`src/rtl/i2c_accel_target.sv`:
```
// i2c_accel_target
// I2C target that responds at DEV_ADDR (default 7'h68) like the accelerometer
// the Accel master controller expects. It keeps a register pointer and
// auto-increments it on burst reads and writes. SCL/SDA are oversampled on
// clk_in. The block only ever drives SDA (open-drain) and never drives SCL.
//
// Ports:
//   clk_in        system clock, at least 8x the SCL rate
//   reset         synchronous, active-high
//   scl_in/sda_in asynchronous bus inputs
//   sda_out       open-drain control: 0 pulls SDA low, 1 releases it
//   sample_data   13 data bytes for registers 59..71 (byte 59 in [103:96])
//   sample_valid  loads sample_data into the live data bank
//   cfg_wr        one-cycle strobe per accepted register write
//   cfg_addr      register address of the last accepted write (held)
//   cfg_wdata     data of the last accepted write (held)
//   pwr_mgmt      PWR_MGMT_1 (register 107)
//   busy          high from START to STOP
//   dbg_state     current FSM state, for checkers
//
// Handshake: cfg_wr has no back-pressure. It is high for exactly one clk_in
// cycle per accepted write. cfg_addr and cfg_wdata are valid in that cycle and
// hold their values until the next accepted write.
//
// Optional build: define ACCEL_TGT_NACK_INJECT_EN to add the nack_inject input.
// While nack_inject is high, a matching address is NACKed and the target
// ignores the rest of that transfer.
module i2c_accel_target #(
  parameter logic [6:0] DEV_ADDR     = 7'h68,
  parameter logic [7:0] WHO_AM_I_VAL = 8'h68
) (
  input  logic         clk_in,
  input  logic         reset,
  input  logic         scl_in,
  input  logic         sda_in,
`ifdef ACCEL_TGT_NACK_INJECT_EN
  input  logic         nack_inject,
`endif
  output logic         sda_out,
  input  logic [103:0] sample_data,
  input  logic         sample_valid,
  output logic         cfg_wr,
  output logic [7:0]   cfg_addr,
  output logic [7:0]   cfg_wdata,
  output logic [7:0]   pwr_mgmt,
  output logic         busy,
  output logic [3:0]   dbg_state
);

  typedef enum logic [3:0] {
    IDLE, ADDR, ADDR_ACK, PTR, PTR_ACK, WDATA, WDATA_ACK, RDATA, RDATA_ACK, IGNORE
  } state_t;

  state_t       state;
  logic         scl_s1, scl_s2, scl_d, sda_s1, sda_s2, sda_d;
  logic [2:0]   bit_cnt;
  logic [7:0]   shift, tx, ptr;
  logic         ack_on;   // ACK states: first SCL fall already handled
  logic         rw, mack;
  logic [7:0]   smplrt_div, config_r, gyro_cfg, accel_cfg, int_en;
  logic [103:0] live, shadow;

  logic       scl_rise, scl_fall, start_det, stop_det, addr_ok;
  logic [7:0] rx_byte, rd_byte;

  assign dbg_state = state;
  assign scl_rise  = scl_s2 & ~scl_d;
  assign scl_fall  = ~scl_s2 & scl_d;
  assign start_det = scl_s2 & scl_d & sda_d & ~sda_s2;
  assign stop_det  = scl_s2 & scl_d & ~sda_d & sda_s2;
  // Byte as it will look once the current SCL-rise bit is shifted in.
  assign rx_byte   = {shift[6:0], sda_s2};

  always_comb begin
    addr_ok = (rx_byte[7:1] == DEV_ADDR);
`ifdef ACCEL_TGT_NACK_INJECT_EN
    if (nack_inject) addr_ok = 1'b0;
`endif
  end

  // Read mux. Data registers come from the shadow bank, so every byte of a
  // burst belongs to the same sample.
  always_comb begin
    rd_byte = 8'h00;
    case (ptr)
      8'd25:   rd_byte = smplrt_div;
      8'd26:   rd_byte = config_r;
      8'd27:   rd_byte = gyro_cfg;
      8'd28:   rd_byte = accel_cfg;
      8'd56:   rd_byte = int_en;
      8'd107:  rd_byte = pwr_mgmt;
      8'd117:  rd_byte = WHO_AM_I_VAL;
      default: begin
        for (int i = 0; i < 13; i++)
          if (ptr == 8'(59 + i)) rd_byte = shadow[(12 - i) * 8 +: 8];
      end
    endcase
  end

  always_ff @(posedge clk_in) begin
    if (reset) begin
      // Synchronizers reset to the idle bus level so that no edge is
      // falsely detected when reset is released.
      scl_s1 <= 1'b1; scl_s2 <= 1'b1; scl_d <= 1'b1;
      sda_s1 <= 1'b1; sda_s2 <= 1'b1; sda_d <= 1'b1;
      state <= IDLE; bit_cnt <= 3'd0; shift <= 8'h00; tx <= 8'h00;
      ptr <= 8'h00; ack_on <= 1'b0; rw <= 1'b0; mack <= 1'b0;
      sda_out <= 1'b1; busy <= 1'b0;
      cfg_wr <= 1'b0; cfg_addr <= 8'h00; cfg_wdata <= 8'h00;
      smplrt_div <= 8'h00; config_r <= 8'h00; gyro_cfg <= 8'h00;
      accel_cfg <= 8'h00; int_en <= 8'h00; pwr_mgmt <= 8'h40;
      live <= '0; shadow <= '0;
    end else begin
      scl_s1 <= scl_in; scl_s2 <= scl_s1; scl_d <= scl_s2;
      sda_s1 <= sda_in; sda_s2 <= sda_s1; sda_d <= sda_s2;
      cfg_wr <= 1'b0;
      if (sample_valid) live <= sample_data;

      if (stop_det) begin
        state <= IDLE; busy <= 1'b0; sda_out <= 1'b1; ack_on <= 1'b0;
      end else if (start_det) begin
        // Covers a repeated START too; the pointer is intentionally kept.
        state <= ADDR; busy <= 1'b1; sda_out <= 1'b1; ack_on <= 1'b0;
        bit_cnt <= 3'd0;
      end else begin
        if (scl_rise) begin
          shift   <= rx_byte;
          bit_cnt <= bit_cnt + 3'd1;
        end
        case (state)
          ADDR: if (scl_rise && bit_cnt == 3'd7) begin
            if (addr_ok) begin
              state <= ADDR_ACK; ack_on <= 1'b0; rw <= rx_byte[0];
              if (rx_byte[0]) shadow <= live;
            end else begin
              state <= IGNORE;
            end
          end
          ADDR_ACK: if (scl_fall) begin
            if (!ack_on) begin
              sda_out <= 1'b0; ack_on <= 1'b1;
            end else begin
              ack_on <= 1'b0; bit_cnt <= 3'd0;
              if (rw) begin
                state <= RDATA; sda_out <= rd_byte[7]; tx <= {rd_byte[6:0], 1'b0};
              end else begin
                state <= PTR; sda_out <= 1'b1;
              end
            end
          end
          PTR: if (scl_rise && bit_cnt == 3'd7) begin
            ptr <= rx_byte; state <= PTR_ACK; ack_on <= 1'b0;
          end
          PTR_ACK, WDATA_ACK: if (scl_fall) begin
            if (!ack_on) begin
              sda_out <= 1'b0; ack_on <= 1'b1;
            end else begin
              sda_out <= 1'b1; ack_on <= 1'b0; bit_cnt <= 3'd0; state <= WDATA;
              if (state == WDATA_ACK) ptr <= ptr + 8'd1;
            end
          end
          WDATA: if (scl_rise && bit_cnt == 3'd7) begin
            state <= WDATA_ACK; ack_on <= 1'b0;
            case (ptr)
              8'd25, 8'd26, 8'd27, 8'd28, 8'd56, 8'd104, 8'd107: begin
                cfg_wr <= 1'b1; cfg_addr <= ptr; cfg_wdata <= rx_byte;
              end
              default: ;
            endcase
            case (ptr)
              8'd25: smplrt_div <= rx_byte;
              8'd26: config_r   <= rx_byte;
              8'd27: gyro_cfg   <= rx_byte;
              8'd28: accel_cfg  <= rx_byte;
              8'd56: int_en     <= rx_byte;
              8'd107: begin
                if (rx_byte[7]) begin
                  // Device reset bit: all RW registers back to defaults.
                  smplrt_div <= 8'h00; config_r <= 8'h00; gyro_cfg <= 8'h00;
                  accel_cfg <= 8'h00; int_en <= 8'h00; pwr_mgmt <= 8'h40;
                end else begin
                  pwr_mgmt <= rx_byte;
                end
              end
              default: ;  // 104 self-clears; unmapped writes are dropped
            endcase
          end
          RDATA: begin
            if (scl_fall) begin
              sda_out <= tx[7]; tx <= {tx[6:0], 1'b0};
            end
            if (scl_rise && bit_cnt == 3'd7) begin
              state <= RDATA_ACK; ack_on <= 1'b0;
            end
          end
          RDATA_ACK: begin
            if (scl_rise) begin
              mack <= ~sda_s2; ack_on <= 1'b1;
              if (!sda_s2) ptr <= ptr + 8'd1;
            end
            if (scl_fall) begin
              if (!ack_on) begin
                sda_out <= 1'b1;  // release so the master can drive ACK/NACK
              end else if (mack) begin
                state <= RDATA; ack_on <= 1'b0; bit_cnt <= 3'd0;
                sda_out <= rd_byte[7]; tx <= {rd_byte[6:0], 1'b0};
              end else begin
                state <= IGNORE; ack_on <= 1'b0; sda_out <= 1'b1;
              end
            end
          end
          default: ;  // IDLE and IGNORE wait for START/STOP
        endcase
      end
    end
  end

endmodule

```
`config.mk`:
```
export PLATFORM = sky130hd
export DESIGN_NAME = i2c_accel_target
export DESIGN_NICKNAME = d
export VERILOG_FILES = /design/src/rtl/i2c_accel_target.sv
export SDC_FILE = /design/constraint.sdc
export NUM_CORES = 1
export LEC_CHECK = 0
export BUFFER_PORTS_ARGS = -buffer_cell sky130_fd_sc_hd__buf_4
export CAP_MARGIN = 10
export CORE_AREA = 2 2 160 162
export CTS_CLUSTER_SIZE = 30
export DETAILED_ROUTE_END_ITERATION = 16
export DIE_AREA = 0 0 162 164
export MAX_ROUTING_LAYER = met4
export PLACE_DENSITY = 0.86
export SLEW_MARGIN = 10
export SYNTH_ARGS = -nofsm -noshare
export SYNTH_HDL_FRONTEND = slang
export SYNTH_SLANG_ARGS = --single-unit
```
`constraint.sdc`:
```
create_clock -name clk_in -period 4.38 [get_ports clk_in]
set_input_delay 0 -clock clk_in [delete_from_list [all_inputs] [get_ports clk_in]]
set_output_delay 0 -clock clk_in [all_outputs]
set_load 0.01 [all_outputs]
```
[Word-level counts from Yosys, hierarchy flattened]
Cells that the tools add are included.
Cells by class
  add/sub/neg operators: 2
  equal/unequal tests: 61
  mux-type cells: 79
  bitwise operators: 15
  reductions and logical operators: 36
Operators with widths (count)
  $mux W8: 27
  $eq A8 B7 Y1 const B: 11
  $pmux W8 S2: 5
  $pmux W8 S7: 1
  $eq A8 B6 Y1 const B: 6
  $mux W4: 12
  $pmux W8 S3: 2
  $ne A2 B2 Y1 const B: 18
  $reduce_and A6 Y1: 6
  $eq A8 B5 Y1 const B: 4
  $ne A3 B3 Y1 const B: 10
  $pmux W4 S7: 1
  $reduce_and A5 Y1: 5
  $mux W3: 8
  $reduce_and A11 Y1: 2
  $mux W1: 19
  $eq A4 B3 Y1 const B: 4
  $reduce_and A10 Y1: 1
  $reduce_bool A2 Y1: 5
  $reduce_and A9 Y1: 1
  $reduce_or A3 Y1: 3
  $add A8 B1 Y8 const B: 1
  $eq A4 B2 Y1 const B: 2
  $not A1 Y1: 8
  20 further kinds: 31
Storage, ports and cells
  flip-flop bits (word level): 314
  output and inout bits: 31
  word-level logic and storage cells: 221

[Logic depth before layout (Yosys ltp)]
Gate-level depths: netlist of run 1.
  word-level depth: 19
  depth in mapped cells: 12
  depth with buffers taken out: 8

[Worst setup path before layout of run 1]
Ideal clock, no wire load.
  kind: register to register
  from: register ptr[1]
  to: register cfg_addr[4]
  library setup time: 0.128 ns
  arrival time: 2.199 ns
  data required time: 4.252 ns
  slack: 2.053 ns
  stages on the path, launching flop included: 13
  buffers on the path: 4
  cell sequence: dfxtp_1 -> inv_1 -> ha_1 -> clkbuf_1 -> inv_1 -> clkbuf_1 -> nand2_1 -> a2111oi_4 -> a21boi_1 -> buf_2 -> buf_6 -> mux2i_1 -> nor2_1
Between the ends
  longest elaborated chain between the ends: 3
RTL lines
  start, declared: RTL line 57  | logic [7:0] shift, tx, ptr;
  start signal, assigned: RTL line 159  | if (state == WDATA_ACK) ptr <= ptr + 8'd1;
  start signal, assigned: RTL line 199  | if (!sda_s2) ptr <= ptr + 8'd1;
  $eq A8 B7 Y1, or another cell as far along: RTL line 164  | case (ptr)
  $reduce_or A7 Y1 *: RTL line 164
  $reduce_and A5 Y1 (no source line) *
  end signal, assigned: RTL line 109  | cfg_wr <= 1'b0; cfg_addr <= 8'h00; cfg_wdata <= 8'h00;
  end signal, assigned: RTL line 166  | cfg_wr <= 1'b1; cfg_addr <= ptr; cfg_wdata <= rx_byte;
  end, declared: RTL line 43  | output logic [7:0] cfg_addr,
Every way passes the cells marked *; elsewhere a longest branch is shown, timed or not.
A chain may end at the register's enable or synchronous reset.

[Worst setup path in the final report of run 1]
  from: register ptr[0]
  to: register sda_out
Between the ends
  longest elaborated chain between the ends: 19
RTL lines
  $eq A8 B6 Y1: RTL line 95  | if (ptr == 8'(59 + i)) rd_byte = shadow[(12 - i) * 8 +: 8];
  $mux W8 (13 in series): RTL line 95
  $pmux W8 S7 *: RTL line 85  | case (ptr)
  $mux W1 (on tied branches): RTL line 204, 144
  $mux W1 (on tied branches): RTL line 202, 140
  $mux W1 (on tied branches): RTL line 201, 139
  $pmux W1 S4 *: RTL line 130  | case (state)
  end signal, assigned: RTL line 190  | sda_out <= tx[7]; tx <= {tx[6:0], 1'b0};
  end signal, assigned: RTL line 206  | sda_out <= rd_byte[7]; tx <= {rd_byte[6:0], 1'b0};
  end, declared: RTL line 39  | output logic sda_out,
Every way passes the cells marked *; elsewhere a longest branch is shown, timed or not. The select of a mux whose other input is x is not followed.

==> reports/results.env, run 1 <==
TIMING.FINAL.MAX_SLEW_VIOLATIONS=0
MOST_COMMON_LIBRARY_CELL_IN_THE_LAYOUT_IGNORING_FILL_AND_TAPS='sky130_fd_sc_hd__dfxtp_1'
WP_DATA_ARRIVAL_PS=3750
SYN_INST=1611
SYNTH_WARNINGS=0
MAPPEDNETLISTAREA_UM2=13500
ROUTE.DETAILED.VIAS_PER_INST=5.82
POST_DRT_WL_PER_CELL_UM=18.2
POWER_DENSITY_nW_PER_UM2=352
FINAL_CELL_MIX='sky130_fd_sc_hd__dfxtp_1 (312), sky130_fd_sc_hd__nand2_1 (281), sky130_fd_sc_hd__nor2_1 (219), sky130_fd_sc_hd__a21oi_1 (178), sky130_fd_sc_hd__mux2i_1 (162)'
FIN_NETS=1886
GRT_REMAINING_OVERFLOW=0
LAYOUT-DRIVE-GT1-SHARE_PCT=12.5
TOTALWIRELENGTH_MM=38.7
DIODES=0
CTS_BUFFERS=31
YS_ASYNC_SR_FRACTION_PCT=0
POSTCTSRESIZEDCELLS=0
NUMBER_OF_LEVELS_THE_H_TREE_WAS_SPLIT_INTO=1
CTS.SINKS=312
ROUTED-VIA-COUNT=12364
ROUTABILITYCONGESTION=0.951
SETUP_VIOL=0
WORST-SLEW-PIN-TRANSITION_PS=1080
ANTENNA_FOUND_INITIAL=0
FLOORPLAN.DIE.WIDTH_UM=162
CTS_TREE='yes'
DPL_WIRE_LENGTH_MM=24.1
WORST_CLOCK_SKEW_PS=24.6
LAYOUT_MIN_CYCLE_TIME_PS=3300
FINALHOLDVIOLATIONS=0
DIE_H_UM=164
CORE_AREA_UM2=24800
DRV.MAX_CAP_VIOLATION_COUNT=0
MIN-DELAY-PATH-CLASS='input pin to flip-flop'
GLOBAL_ROUTE_WIRE_LENGTH_BEFORE_REPAIR_MM=61.6
DRT_ITER0_DRC=1306
CRITICAL_PATH.MAX_FANOUT=38
DATA_REQUIRED_CRITICAL_PATH_PS=4830
OUTCOME='finished, final reports clean'
DRT_FIRST_PASS_ITERS=8
WORST_VDD_IR_mV=0.306
CTS.ROOT.BUFFER_CELL='sky130_fd_sc_hd__clkbuf_16'
PATH_CLK_SLEW_PS=60
SYNTH_FP_NETS=1726
SYNTH_CELL_TYPE_COUNT=76
POSTROUTEANTENNANETS=0
COUNT_OF_INPUT_AND_OUTPUT_BUFFERS=138
N_FILL_CELL=1968
INITIAL_UTILIZATION_PCT=54.4
DOMINANT_SYNTHESIZED_FLOP_CELL='sky130_fd_sc_hd__dfxtp_1'
POST_CTS.REPAIR.SETUP_BUFFERS=0
IOPINCOUNT=140
SYNTH.YOSYS.SEQ_AREA_SHARE_PCT=46.2
YOSYS_REGISTER_BITS=312
SYNTH_AREA_PER_CELL_UM2=8.38
GRT_SETUP_UNREPAIRED='no'
GRT_PASS1_VIAS=11967
WORSTSETUPSTARTPOINTTYPE='flip-flop'
CRITICAL_PATH_CLASS='flip-flop to flip-flop'
CRIT_PATH_END_KIND='flip-flop'
FIN_CRIT_SH_PCT=75.4
CLOCK_INSERTION_DELAY_WORST_SKEW_PS=570
P_LEAK_nW=6.32
CLOCK.FMAX_MHz=303
SYN_TO_FINAL_GROWTH_PCT=22.7
HOLD-WORST-SLACK_PS=20.6
SYNTH_ENABLE_FLOP_CELLS=0
GRT.TOTAL_USAGE_PCT=29.4
OVERALL_DIE_AREA_UM2=26600
MAX-CLOCK-PATH-BUFFERS=3
MAXIMUM_NUMBER_OF_PINS_ON_ONE_NET_BEFORE_GLOBAL_ROUTE_REPAIR=111
POST_ROUTE_SETUP_TNS_PS=0
FP-ROW-COUNT=58
NUMBER_OF_HOLD_REPAIR_BUFFERS_ADDED_AT_THE_CTS_STAGE=106
SLEW_HEADROOM_PCT=27.8
REMAINING_DRC_ERRORS=0
layer usage:
metal	part of all wire, %	vias to the layer above	global-route usage [%]
met1	41	5808	36.6
met2	48	552	49.3
li1	-	5886	-
met5	0	-	-
met3	6.8	118	3.71
met4	4.0	0	11.1
report_power, final:
group          switching (mW)  leakage, nW  internal [mW]
Clock                    1.11        0.485           1.44
Sequential             0.0454         2.53           2.90
Combinational           0.153         3.30          0.193
Total                    1.31         6.32           4.53
layout make-up:
class                           count  area, µm²  share of cell area, %
Clock buffer                       47        916                   5.52
Timing Repair Buffer              258       2220                   13.4
Inverter                           15       56.3                  0.340
Multi-Input combinational cell   1153       6670                   40.2
Sequential cell                   312       6250                   37.7
Clock inverter                      9       56.3                  0.340
Tap cell                          330        413                   2.49
metrics by stage:
| step | instance area [µm²] | setup WS, ps | total power, mW | utilization (%) | cells |
|---|---|---|---|---|---|
| 6_report | 16600 | 1080 | 5.84 | 66.8 | 2124 |
| 5_1_grt | 16600 | 877 | 6.01 | 66.8 | 2124 |
| 4_1_cts | 16600 | 1150 | 5.85 | 66.8 | 2124 |
| 3_5_place_dp | 14500 | 1190 | 3.26 | 58.6 | 1962 |
| 3_3_place_gp | 14500 | 1310 | 3.26 | 58.6 | 1962 |
| 2_1_floorplan | 13500 | 2050 | 3.15 | - | 1611 |
flip-flops by register name, summed over array words and instances (netlist names), 3 cells and up:
name,cells
live,104
shadow,104
accel_cfg,8
cfg_addr,8
cfg_wdata,8
config_r,8
gyro_cfg,8
int_en,8
ptr,8
smplrt_div,8
pwr_mgmt,7
shift,7
tx,7
dbg_state,4
bit_cnt,3
final timing paths:
path         startpoint           to  slack [ps]  depth (start not counted)
max              ptr[0]      sda_out        1080                          8
min               reset  cfg_addr[2]          20                          2
max reg2reg      ptr[0]      sda_out        1080                          8
min reg2reg      scl_s1       scl_s2         410                          1
kinds of logic after synthesis:
kind of cell	share of synthesized area [%]
and+or+nand+nor	20.6
DFF	46.2
muxes	12.0
adders and majority gates	0.556
other	0.0278
AOI/OAI and AO/OA	15.9
xor gates and xnor gates	0.130
buffers and inverters	4.50
Yosys cell counts (all sizes together) (10+ instances only):
cell,count,area (µm²)
inv,14,52.6
nand3,13,65.1
a31oi,18,113
nor2,224,856
nand2,281,1050
a21oi,178,891
nor2b,13,81.3
and2,15,93.8
o21ai,42,214
dfxtp,312,6250
buf,43,221
nand3b,10,75.1
nand2b,14,87.6
nor3,18,95.1
mux2i,162,1620
clkbuf,88,330
critical path: stages (launching register included):
cell	delay, ps
sky130_fd_sc_hd__dfxtp_1	380
sky130_fd_sc_hd__ha_1	400
sky130_fd_sc_hd__buf_4	330
sky130_fd_sc_hd__nor2_1	500
sky130_fd_sc_hd__nand2_1	200
sky130_fd_sc_hd__a2111oi_4	490
sky130_fd_sc_hd__and2_1	340
sky130_fd_sc_hd__a41oi_1	240
sky130_fd_sc_hd__o311ai_1	320
No activity file was read; power rests on OpenSTA's default activity.
==> run 2: changes to the inputs <==
--- a/config.mk
+++ b/config.mk
@@ -5,12 +5,13 @@
 export SDC_FILE = /design/constraint.sdc
 export NUM_CORES = 1
 export LEC_CHECK = 0
+export ABC_AREA = 1
 export BUFFER_PORTS_ARGS = -buffer_cell sky130_fd_sc_hd__buf_4
 export CAP_MARGIN = 10
-export CORE_AREA = 2 2 160 162
+export CORE_AREA = 2 2 161 163
 export CTS_CLUSTER_SIZE = 30
 export DETAILED_ROUTE_END_ITERATION = 16
-export DIE_AREA = 0 0 162 164
+export DIE_AREA = 0 0 163 165
 export MAX_ROUTING_LAYER = met4
 export PLACE_DENSITY = 0.86
 export SLEW_MARGIN = 10
==> constraint.sdc (replaced) <==
create_clock -name clk_in -period 3 [get_ports clk_in]
set_input_delay 0 -clock clk_in [delete_from_list [all_inputs] [get_ports clk_in]]
set_output_delay 0 -clock clk_in [all_outputs]
set_load 0.01 [all_outputs]
==> run 2 against run 1 <==
Against the previous run:
- clock skew shrank 10 ps
- synthesized area fell by 3.2%
- global-route usage fell by 0.73 points
- sequential power grew 52%
- register-to-register slack worse by 790 ps
- via count grew 6.6%
- critical path depth up 14
- combinational power grew to 4.5 times the previous value
- sequential share of layout area is 0.35 points lower
- cell count increased by 13%
- routed wire length is 2.1% lower
- hold slack lost 3.5 ps
- highest routed layer unchanged
==> reports/results.env, run 2 <==
OUTCOME='finished, final reports clean'
FINAL_CELL_MIX='sky130_fd_sc_hd__dfxtp_1 (312), sky130_fd_sc_hd__o21ai_0 (305), sky130_fd_sc_hd__nor2_1 (294), sky130_fd_sc_hd__nand2_1 (207), sky130_fd_sc_hd__inv_1 (204)'
CORE_AREA_UM2=25000  # +0.88%
DRT_ITER0_DRC=1289  # -1.3%
CTS_TREE='yes'
YOSYS-TOP-CELLS-COUNT='sky130_fd_sc_hd__dfxtp_1 (312), sky130_fd_sc_hd__o21ai_0 (305), sky130_fd_sc_hd__nor2_1 (296)'
DATA_REQUIRED_CRITICAL_PATH_PS=3430  # -1400 ps
SYNTH.LARGEST_AREA_CELL='sky130_fd_sc_hd__dfxtp_1'
POWER_DENSITY_nW_PER_UM2=591  # +68%
POSTROUTEANTENNANETS=0  # unchanged
SYNTH_CELL_TYPE_COUNT=44  # -42%
WP_DATA_ARRIVAL_PS=3150  # -600 ps
CP_SLOWEST_CELL='sky130_fd_sc_hd__dfxtp_1'
SYNTH.YOSYS.SEQ_AREA_SHARE_PCT=47.7  # +1.5 points
POST_ROUTE_SETUP_TNS_PS=0  # unchanged
MET2_LENGTH_MM=18.3  # -2.0%
SYNTH_AREA_PER_CELL_UM2=7.24  # -14%
CLOCK_INSERTION_DELAY_WORST_SKEW_PS=560  # about the same
ROUTE.MET3.WL_MM=2.30  # -13%
MAX-CLOCK-PATH-BUFFERS=3  # unchanged
CRIT_PATH_CELL_TRACE='inv_1, ha_1, inv_1, nor2_2, inv_1, nor2_4, nand2_1, nand3_1, o211ai_1, nand3_1, nand2_1, nand3_1, nand3_1, nand3_1, nand2_1, nand3_1, nand2_1, nand2_1, nand2_1, nand2_1, nand2_1, a21oi_1'
DPL_WORST_SLACK_PS=353  # -837 ps
ANTENNA_FOUND_INITIAL=1  # +1
MOST_COMMON_LIBRARY_CELL_IN_THE_LAYOUT_IGNORING_FILL_AND_TAPS='sky130_fd_sc_hd__dfxtp_1'
FINALHOLDVIOLATIONS=0  # unchanged
STARTPOINT='ptr[0]'
FP-ROW-COUNT=58  # unchanged
FLOORPLAN.DIE.WIDTH_UM=163  # +0.62%
TIMING.FINAL.MAX_SLEW_VIOLATIONS=0  # unchanged
ROUTABILITYCONGESTION=0.968  # +1.9%
NUMBER_OF_LEVELS_THE_H_TREE_WAS_SPLIT_INTO=1  # unchanged
CRITPATHMAXSTAGEDELAY_PS=380  # -120 ps
DPL_WIRE_LENGTH_MM=23.4  # -2.8%
MAXIMUM_NUMBER_OF_PINS_ON_ONE_NET_BEFORE_GLOBAL_ROUTE_REPAIR=96  # -14%
SYNTH_ENABLE_FLOP_CELLS=0  # unchanged
POST_CTS.REPAIR.SETUP_BUFFERS=0  # unchanged
ROUTE.DETAILED.VIAS_PER_INST=5.50  # -5.6%
REMAINING_DRC_ERRORS=0  # unchanged
FINISH.CELL_COUNT_WITHOUT_FILLERS=2398  # +13%
SETUP_SLACK_PS=285  # -792 ps
CRITICAL_PATH.MAX_FANOUT=5  # -87%
BIGGESTREGSBYFLOPS='live (104), shadow (104)'
LAYOUT_MIN_CYCLE_TIME_PS=2720  # -588 ps
DP.CELLS=2211  # +13%
WORST_VDD_IR_mV=0.400  # +31%
COUNT_OF_INPUT_AND_OUTPUT_BUFFERS=138  # unchanged
MET1_LENGTH_MM=15.9  # about the same
WORST-SLEW-PIN-TRANSITION_PS=704  # -378 ps
SETUP_VIOL=0  # unchanged
SYNTH_FP_NETS=1923  # +11%
POST_DRT_WL_PER_CELL_UM=15.8  # -13%
TOTALWIRELENGTH_MM=37.9  # -2.1%
WORSTSETUPSTARTPOINTTYPE='flip-flop'
SYNTH_WARNINGS=0  # unchanged
PATH_CLK_SLEW_PS=60  # about the same
MAPPEDNETLISTAREA_UM2=13100  # -3.2%
OVERALL_DIE_AREA_UM2=26900  # +1.2%
YOSYS_REGISTER_BITS=312  # unchanged
DIE_H_UM=165  # +0.61%
POST-SYNTH-TOP-AREA-FRACTION_PCT=47.7  # +1.5 points
CRITICAL_PATH.MOST_COMMON_CELL='sky130_fd_sc_hd__nand2_1'
DRV.MAX_CAP_VIOLATION_COUNT=0  # unchanged
P_LEAK_nW=6.88  # +8.9%
CRITICAL_PATH_CLASS='flip-flop to flip-flop'
IOPINCOUNT=140  # unchanged
GRT_SETUP_UNREPAIRED='no'
DR.MAX_LAYER_USED='met4'
DRT_FIRST_PASS_ITERS=5  # -3
YS_ASYNC_SR_FRACTION_PCT=0  # unchanged
CTS.ROOT.BUFFER_CELL='sky130_fd_sc_hd__clkbuf_16'
WORST_CLOCK_SKEW_PS=14.3  # -10.3 ps
INITIAL_UTILIZATION_PCT=52.2  # -2.2 points
DOMINANT_SYNTHESIZED_FLOP_CELL='sky130_fd_sc_hd__dfxtp_1'
CLOCK.FMAX_MHz=368  # +22%
R2R_START='ptr[0]'
SYN_INST=1808  # +12%
SLEW_HEADROOM_PCT=52.8  # +25 points
SYNTH_MOST_COMMON_CELL='sky130_fd_sc_hd__dfxtp_1'
P_TOTAL_mW=9.89  # +69%
CTS_BUFFERS=31  # unchanged
CRIT_PATH_END_KIND='flip-flop'
GRT_PASS1_VIAS=12552  # +4.9%
GRT.TOTAL_USAGE_PCT=28.7  # -0.73 points
FIN_NETS=2159  # +14%
ROUTED-VIA-COUNT=13182  # +6.6%
FIN_CRIT_SH_PCT=90.5  # +15 points
POST_SYNTH_MAIN_AREA_CONTRIBUTORS='sky130_fd_sc_hd__dfxtp_1 (48%), sky130_fd_sc_hd__o21ai_0 (12%), sky130_fd_sc_hd__nor2_1 (8.5%), sky130_fd_sc_hd__a21oi_1 (7.3%), sky130_fd_sc_hd__nand2_1 (5.9%)'
GLOBAL_ROUTE_WIRE_LENGTH_BEFORE_REPAIR_MM=61.5  # -0.25%
MIN-DELAY-PATH-CLASS='input pin to flip-flop'
GRT_REMAINING_OVERFLOW=0  # unchanged
HOLD_PATH_STARTPOINT='sample_valid'
LAYOUT-DRIVE-GT1-SHARE_PCT=13.2  # +0.67 points
CTS.SINKS=312  # unchanged
SYN_TO_FINAL_GROWTH_PCT=27.9
-- run 2: layout make-up --
| type | count | area, µm² |
|---|---|---|
| fill | 1955 | 8300 |
| sequential | 312 | 6250 |
| multi-input combinational | 1178 | 5620 |
| timing repair buffer | 299 | 2610 |
| clock buffer | 46 | 922 |
| inverter | 222 | 842 |
| tap | 330 | 413 |
| clock inverter | 10 | 87.6 |
| antenna | 1 | 2.50 |
-- run 2: critical path, delay by kind of cell, from the launching register on --
kind / cells / cell delay [ps]
compound gates: 2 / 170
fa+ha+maj: 1 / 210
buf+inv: 3 / 510
flops: 1 / 380
simple gates: 16 / 1290
-- run 2: what timing repair did --
action | CTS | global route
endpoints found under the setup margin | 0 | 2
resized for setup | 0 | 3
hold endpoints to repair | 132 | 0
hold buffers | 130 | 0
-- run 2: metrics by stage --
step           instance area [µm²]  hold slack [ps]  util [%]
2_1_floorplan                13100              104         -
3_3_place_gp                 14400              189      57.6
3_5_place_dp                 14400              189      57.6
4_1_cts                      16700            0.376      66.8
5_1_grt                      16700             30.8      66.8
6_report                     16700             17.1      66.8
-- run 2: final timing paths --
check | endpoint | slack (ps) | depth (start not counted)
setup / recovery | tx[3] | 280 | 22
hold / removal | live[9] | 20 | 3
setup reg to reg | tx[3] | 280 | 22
hold reg to reg | sda_s2 | 420 | 1
-- run 2: logic make-up after synthesis --
group / share of synthesized area [%]
adders and majority gates: 0.574
AOI/OAI and AO/OA: 21.7
xor gates and xnor gates: 0.0670
and+or+nand+nor: 20.5
DFF: 47.7
other: 0.0287
buffers and inverters: 9.40
-- run 2: power by group --
| part | internal, mW | switching, mW |
|---|---|---|
| clock | 2.20 | 1.66 |
| sequential | 4.31 | 0.147 |
| combinational | 0.589 | 0.983 |
-- run 2: layer usage --
metal,GRT usage (%),vias up
met5,-,-
met4,11.0,0
met2,48.3,534
li1,-,6354
met1,35.3,6162
met3,3.62,132
